[config.mk]
export PLATFORM = sky130hd
export DESIGN_NAME = isi_spike_gen
export DESIGN_NICKNAME = d
export VERILOG_FILES = /design/src/rtl/isi_spike_gen.sv
export SDC_FILE = /design/constraint.sdc
export NUM_CORES = 1
export LEC_CHECK = 0
export ABC_AREA = 1
export CAP_MARGIN = 40
export CORE_MARGIN = 3
export CORE_UTILIZATION = 40
export CTS_CLUSTER_DIAMETER = 100
export CTS_CLUSTER_SIZE = 12
export DETAILED_ROUTE_END_ITERATION = 7
export DONT_BUFFER_PORTS = 1
export PLACE_DENSITY_LB_ADDON = 0.05
export SKIP_LAST_GASP = 1
export SLEW_MARGIN = 25
export SYNTH_ARGS = -nofsm -noshare
export SYNTH_HDL_FRONTEND = slang
export SYNTH_SLANG_ARGS = --single-unit
[constraint.sdc]
create_clock -name clk -period 4.1 [get_ports clk]
set_input_delay 0.82 -clock clk [delete_from_list [all_inputs] [get_ports clk]]
set_output_delay 0.82 -clock clk [all_outputs]
set_load 0.02 [all_outputs]
[src/rtl/isi_spike_gen.sv]
// ISI spike generator: queues inter-spike intervals and replays them as one-cycle spikes,
// counting each interval down in ce ticks.
module isi_spike_gen #(
  parameter int unsigned bit_isi = 8,
  parameter int unsigned fifo_aw = 1
) (
  input  logic               clk,
  input  logic               clr,
  input  logic               ce,
  input  logic               en,
  input  logic [bit_isi-1:0] isi_data,
  input  logic               isi_valid,
  output logic               isi_ready,
  output logic               spike,
  output logic [bit_isi-1:0] q,
  output logic               busy,
  output logic               ur,
  output logic [fifo_aw:0]   level
);

  localparam int unsigned Depth = 2 ** fifo_aw;
  localparam logic [fifo_aw:0] LevelFull = Depth[fifo_aw:0];
  localparam logic [bit_isi-1:0] QOne = {{(bit_isi-1){1'b0}}, 1'b1};

  localparam logic [0:0] StIdle  = 1'b0;
  localparam logic [0:0] StCount = 1'b1;

  logic [bit_isi-1:0] mem_q [Depth];
  logic [fifo_aw-1:0] wr_ptr_q, wr_ptr_d;
  logic [fifo_aw-1:0] rd_ptr_q, rd_ptr_d;
  logic [fifo_aw:0]   level_q, level_d;
  logic [0:0]         state_q, state_d;
  logic [bit_isi-1:0] q_q, q_d;
  logic               spike_q, spike_d;
  logic               ur_q, ur_d;

  logic               full;
  logic               empty;
  logic               push;
  logic               pop;
  logic               fire;
  logic [bit_isi-1:0] head;

  assign full  = (level_q == LevelFull);
  assign empty = (level_q == '0);
  assign head  = mem_q[rd_ptr_q];
  assign push  = isi_valid && !full;

  always_comb begin
    state_d  = state_q;
    q_d      = q_q;
    ur_d     = ur_q;
    pop      = 1'b0;
    fire     = 1'b0;
    wr_ptr_d = wr_ptr_q;
    rd_ptr_d = rd_ptr_q;
    level_d  = level_q;

    unique case (state_q)
      StIdle: begin
        if (en && !empty) begin
          pop     = 1'b1;
          q_d     = head;
          state_d = StCount;
        end
      end
      StCount: begin
        if (en && ce) begin
          if (q_q != QOne) begin
            // N=0 wraps to all-ones here, giving 2**bit_isi ticks
            q_d = q_q - 1'b1;
          end else begin
            fire = 1'b1;
            if (!empty) begin
              pop = 1'b1;
              q_d = head;
            end else begin
              q_d     = '0;
              state_d = StIdle;
              ur_d    = 1'b1;
            end
          end
        end
      end
      default: state_d = StIdle;
    endcase

    if (push) wr_ptr_d = wr_ptr_q + 1'b1;
    if (pop)  rd_ptr_d = rd_ptr_q + 1'b1;

    unique case ({push, pop})
      2'b10:   level_d = level_q + 1'b1;
      2'b01:   level_d = level_q - 1'b1;
      default: level_d = level_q;
    endcase

    spike_d = fire;
  end

  always_ff @(posedge clk) begin
    if (clr) begin
      state_q  <= StIdle;
      q_q      <= '0;
      spike_q  <= 1'b0;
      ur_q     <= 1'b0;
      wr_ptr_q <= '0;
      rd_ptr_q <= '0;
      level_q  <= '0;
    end else begin
      state_q  <= state_d;
      q_q      <= q_d;
      spike_q  <= spike_d;
      ur_q     <= ur_d;
      wr_ptr_q <= wr_ptr_d;
      rd_ptr_q <= rd_ptr_d;
      level_q  <= level_d;
    end
  end

  // Storage needs no reset: pointers and level define what is valid
  always_ff @(posedge clk) begin
    if (!clr && push) mem_q[wr_ptr_q] <= isi_data;
  end

  assign isi_ready = !full;
  assign spike     = spike_q;
  assign q         = q_q;
  assign busy      = (state_q == StCount);
  assign ur        = ur_q;
  assign level     = level_q;

endmodule

Word-level counts from Yosys, hierarchy flattened
Memories as Yosys holds them, arrays and structs flattened. A register that Yosys moved wholly into a read port is not among the register bits.
Index checks and enable logic that the tools add are counted.
{"block": "word_totals", "reg_bits": 15, "ramBits": 16, "out_inout_bits": 14, "elab_cells": 53, "mem_count": 1}
{"name": "mem_q", "depth": 2, "width": 8, "rd": 1, "rd_ports_with_merged_regs": 1, "wr": 1, "line": "28", "text": "logic [bit_isi-1:0] mem_q [Depth];"}
{"block": "classes", "add_sub_neg": 5, "eq_ne": 6, "n_mux": 19, "n_bitwise": 3, "reduce_logical": 12}
{"operator": "2-to-1 mux 8 bit", "n": 4}
{"operator": "one-hot mux 8 bit (2 select lines)", "n": 1}
{"operator": "2-to-1 mux 1 bit", "n": 11}
{"operator": "inequality test 8 x 1 -> 1 bit (second input constant)", "n": 1}
{"operator": "subtractor 8 x 1 -> 8 bit (second input constant)", "n": 1}
{"operator": "== test 2 bit (second input constant)", "n": 2}
{"operator": "logical AND 1 bit", "n": 4}
{"operator": "one-hot mux 1 bit (2 select lines)", "n": 2}
{"operator": "one-hot mux 2 bit (2 select lines)", "n": 1}
{"operator": "AND reduction 4 bit", "n": 1}
{"operator": "zero test 1 bit", "n": 3}
{"operator": "NOT 1 bit", "n": 3}
{"operator": "OR reduction 3 bit", "n": 1}
{"operator": "adder 1 bit (second input constant)", "n": 2}
{"operator": "adder 2 x 1 -> 2 bit (second input constant)", "n": 1}
{"operator": "== test 2 x 1 -> 1 bit (second input constant)", "n": 1}
{"operator": "zero test 2 bit", "n": 1}
{"operator": "inequality test 2 x 1 -> 1 bit (second input constant)", "n": 1}
{"operator": "inequality test 2 bit (second input constant)", "n": 1}
{"operator": "AND reduction 2 bit", "n": 1}
{"operator": "nonzero test 2 bit", "n": 1}
{"operator": "subtractor 2 x 1 -> 2 bit (second input constant)", "n": 1}

Longest topological paths before layout
{"block": "depth", "ltp_word": 7, "ltp_mapped": 11, "depth_no_buf": 11}

Worst setup path after synthesis
No wires, ideal clock.
{"block": "synth_path", "kind": "input port to flip-flop", "start": "input clr", "end": "memory mem_q[1][0], enable pin", "setup_time_ns": 0.383, "arrival_ns": 1.640, "slack_ns": 2.077, "stages": 2, "path_buffers": 1, "path_cell_list": "clkbuf_1 nor3_1"}
{"block": "synth_via", "elab_chain_cells": 4}
{"element": "start: declaration", "line": "8", "text": "input logic clr,"}
{"element": "zero test 1 bit", "line": "122", "text": "if (!clr && push) mem_q[wr_ptr_q] <= isi_data;"}
{"element": "logical AND 1 bit", "line": "122"}
{"element": "2-to-1 mux 1 bit", "line": "122"}
{"element": "2-to-1 mux 1 bit (not written as such)", "line": "122"}
{"element": "end: declaration", "line": "28"}
No other way between the ends.

Final worst setup path
{"block": "layout_path", "start": "register q_q[1], in the netlist q[1]", "end": "register level_q[1], in the netlist level[1]"}
{"block": "layout_via", "elab_chain_cells": 6, "word_cells_on_any_way": 8, "classes_between": "3 x eq/ne; 4 x mux; 1 x reduce/logical"}
{"element": "start: declaration", "line": "33", "text": "logic [bit_isi-1:0] q_q, q_d;"}
{"element": "start signal: assignment", "line": "111", "text": "q_q <= q_d;"}
{"element": "inequality test 8 x 1 -> 1 bit *", "line": "69", "text": "if (q_q != QOne) begin"}
{"element": "2-to-1 mux 1 bit *", "line": "69"}
{"element": "2-to-1 mux 1 bit *", "line": "68", "text": "if (en && ce) begin"}
{"element": "one-hot mux 1 bit (2 select lines) *", "line": "59", "text": "unique case (state_q)"}
{"element": "via pop", "line": "40", "text": "logic pop;"}
{"element": "== test 2 x 1 -> 1 bit / == test 2 bit (equally long branches)", "line": "91", "text": "unique case ({push, pop})"}
{"element": "one-hot mux 2 bit (2 select lines) / nonzero test 2 bit (equally long branches)"}
{"element": "end signal: assignment", "line": "116", "text": "level_q <= level_d;"}
{"element": "end: declaration", "line": "31", "text": "logic [fifo_aw:0] level_q, level_d;"}
Mark *: on every way through the listed nets, which the timed path passes. The rest lies on a longest branch.
A chain may end at the register's enable or synchronous reset.

==> metrics list <==
* Min cycle time layout: just over 2 ns
- Final cell utilization of the core: between 40% and 50%
- Detailed placement finished with a half-perimeter wire length of 2340 µm.
* Cell types occupying the most area after synthesis: edfxtp_1 30%, dfxtp_1 20%, nand2_1 11%, inv_1 5.3%, a21oi_1 4.0%
- Max-capacitance violation count: 0
* Clock-pin slew reported for the worst setup and hold paths after clock tree synthesis: around 0.07 ns
- The final number of hold-violating endpoints was 0.
- Via-per-instance ratio: a little under 5
- Number of buffer and inverter instances along the worst setup path: 1
- 0 antenna diodes ended up in the layout.
- Horizontal extent of the die: roughly 70 µm
* Post-synthesis sequential area ratio: between 40% and 50%
* Worst setup SP type: register
* # setup viols final: 0
* Wire length of the first global-routing pass: approximately 5300 µm
- FF-to-FF setup slack: slightly above 2 ns
- Maximum count of clock buffers along a single path: 2
- 27 I/O pins were placed.
- Overflow after GRT: 0
- After floorplanning, the core was divided into 22 placement rows.
- The clock reaches the later pin of the worst-skew pair after a little under 0.3 ns.
* Mean post-synth cell area: 8.65 µm²
- The region available for standard cell placement spans approximately 3800 µm².
- The synthesized design spends more area on one cell type than any other, namely edfxtp_1.
- # hold bufs at CTS: 0
- The number of pins exceeding their max-slew limit in the final report came to 0.
* Worst Path Required: 4.27 ns
- Avg WL per Cell: between 10 and 15 µm
- In this run the static leakage power is 0.758 nW.
* Wirelength, routed: approximately 3100 µm
- Die Footprint: between 4000 and 5000 µm²
- Across all hold checks on the routed design, the worst slack comes to approximately 0.46 ns.
- Number of antenna violations at the first check in global routing: 0
- The worst-case IR drop observed on VDD is ~0.24 mV.
- The top cell type by area accounts for between 20% and 30% of the synthesized area.
* Transition time at the pin with the least slew margin: about 0.65 ns
- Critical path data arrival time: roughly 2.2 ns
- The number of nets in the synthesized netlist is 204.
- Gates resized during post-CTS repair numbered 0.
* Total routing usage reported by global routing: between 10 and 15%
- For this run, design rule violations remaining after detail routing come to 0.
* RePlAce Congestion: 0.785
- The detailed router finished its first iteration with 48 violations.
- The synthesized netlist occupies a cell area of 1630 µm².
- In this run the tool buffered the top-level ports with 0 buffer cells.
- Endpoint kind of the worst setup timing path: register
* Kind of critical path: register to register
- Root buf cell: clkbuf_8
- Master of the slowest instance on the critical path: dfxtp_1
- Number of standard cells in the layout, taps in and fillers out: between 200 and 250
- The placed instances occupy a cell area of 1670 µm².
- Buffers inserted during clock tree synthesis total 5.
- Family of cells with the greatest summed delay on the critical path: adder cells
- Number of buffers added for setup after CTS: 0
* Largest net degree at the start of global routing: 16
* Chip Height: 69.7 µm
- Class of the worst hold path: register to register
- In this run the power density over the cells is ~620 nW/µm².
- In this design, the stage delay of the slowest critical-path cell is 0.50 ns.
- Post-synthesis register bit count: 32
- For this run, the top clock speed supported by timing is about 500 MHz.
- The cell count after synthesis came out at about 190.
- Adding up every negative setup slack in the final design gives 0 ns.
* Number of sinks handled by clock tree synthesis: 32
- At the end of the flow, the number of nets in the layout was 209.
- Detailed routing inserted a total of 1166 vias.
- Final Cycle Share: 50.2%
* TritonCTS clock tree: yes
- In this run, placement finished with an instance count of ~230.
- The clock arrives with ~0.012 ns of skew.
- The number of global-route vias before repair came to between 1000 and 1500.
- The H-tree generated during clock tree synthesis spans 2 levels.
* Normalized max-slew margin: 56.6%
* Count of different cell masters after synthesis: 28
* Area added between synthesis and finish: 7.85%
* Count of yosys warnings during synthesis: 0
* Starting density of the core: a little over two fifths
* Setup repair after global routing missed its margin: no
- Post-route cell area: 1750 µm²
* Worst-path fanout max: 4
- The critical path goes through inv_1, ha_1, nand3_1, nor2_4, nand3b_4, nand2_2, ha_1, a21oi_1, o21ai_0, o21ai_0, a21oi_1.
- Proportion of layout cells with a drive suffix above 1: between 15 and 20%
* Pre-Repair DR Iteration Count: 4
* Outcome: completed
- Once detail routing completed, the nets flagged for antenna violations numbered 0.
Yosys cell counts, drive strengths merged:
| library cell | count |
|---|---|
| nand2 | 54 |
| nand3 | 14 |
| nand4 | 2 |
| a21oi | 15 |
| ha | 3 |
| clkbuf | 1 |
| buf | 2 |
| xnor2 | 1 |
| edfxtp | 16 |
| dfxtp | 16 |
| o21ai | 14 |
| nand3b | 1 |
| mux2i | 3 |
| nor3 | 2 |
| inv | 27 |
| nor2 | 17 |
cells by family after synthesis:
logic type	synth area share, %
AOI/OAI and AO/OA	10.3
xor gates and xnor gates	0.539
adders and majority gates	2.31
buffers and inverters	7.62
DFF	49.3
muxes	1.85
and+or+nand+nor	28.1
final timing paths:
path,start,endpoint,cells after the start
max,q[1]$_SDFFE_PP0P_,level[1]$_SDFFE_PP0P_,11
max reg2reg,q[1]$_SDFFE_PP0P_,level[1]$_SDFFE_PP0P_,11
min reg2reg,wr_ptr_q$_SDFFE_PP0P_,wr_ptr_q$_SDFFE_PP0P_,2
min,wr_ptr_q$_SDFFE_PP0P_,wr_ptr_q$_SDFFE_PP0P_,2
cell usage in the layout (no fill, tap or decap), types with 3 or more instances in the layout:
master    instances
edfxtp_1         16
nand2_1          47
mux2i_1           3
nand3_1          11
dfxtp_1          16
inv_2             3
nor2_4            3
inv_1            23
o21ai_0           7
clkbuf_8          5
o21ai_2           4
a21oi_1          13
o21ai_1           3
ha_1              3
nand2_2           5
nor2_1           12
worst register-to-register path, cell delays in order, from the launching register on:
cell	delay [ns]
dfxtp_1	0.50
inv_1	0.13
ha_1	0.21
nand3_1	0.13
nor2_4	0.07
nand3b_4	0.08
nand2_2	0.07
ha_1	0.31
a21oi_1	0.12
o21ai_0	0.12
o21ai_0	0.16
a21oi_1	0.05
state kept, by name, indices dropped and copies added, names as in the netlist, named ones only:
name / cells
q: 8
busy: 1
ur: 1
level: 2
wr_ptr_q: 1
rd_ptr_q: 1
mem_q: 16
spike: 1
through the flow:
stage          worst slack (ns)  total power [mW]
2_1_floorplan              2.08             0.807
3_3_place_gp               1.99             0.862
3_5_place_dp               2.06             0.872
4_1_cts                    2.04              1.11
5_1_grt                    1.87              1.19
6_report                   2.04              1.09
routing by layer:
layer	up-vias	wire (µm)	global-route usage (%)
met4	0	48	5.74
li1	620	-	-
met1	505	1440	16.3
met3	5	200	6.52
met2	36	1390	22.4
met5	-	0	0
power breakdown:
part	switching (mW)	total [mW]	internal [mW]	leakage [nW]
combinational	0.246	0.381	0.135	0.435
clock	0.117	0.232	0.115	0.0453
sequential	0.0977	0.481	0.384	0.278
total	0.461	1.09	0.633	0.758
final cells by class:
type                            instances  area, µm²
Sequential cell                        32        801
Clock buffer                            5       68.8
Tap cell                               48       60.1
Multi-Input combinational cell        126        701
Inverter                               27        104
Timing Repair Buffer                    1       5.00
Clock inverter                          3       13.8
Fill cell                             377       2050
Note: power is estimated with default switching activity, not from simulation.
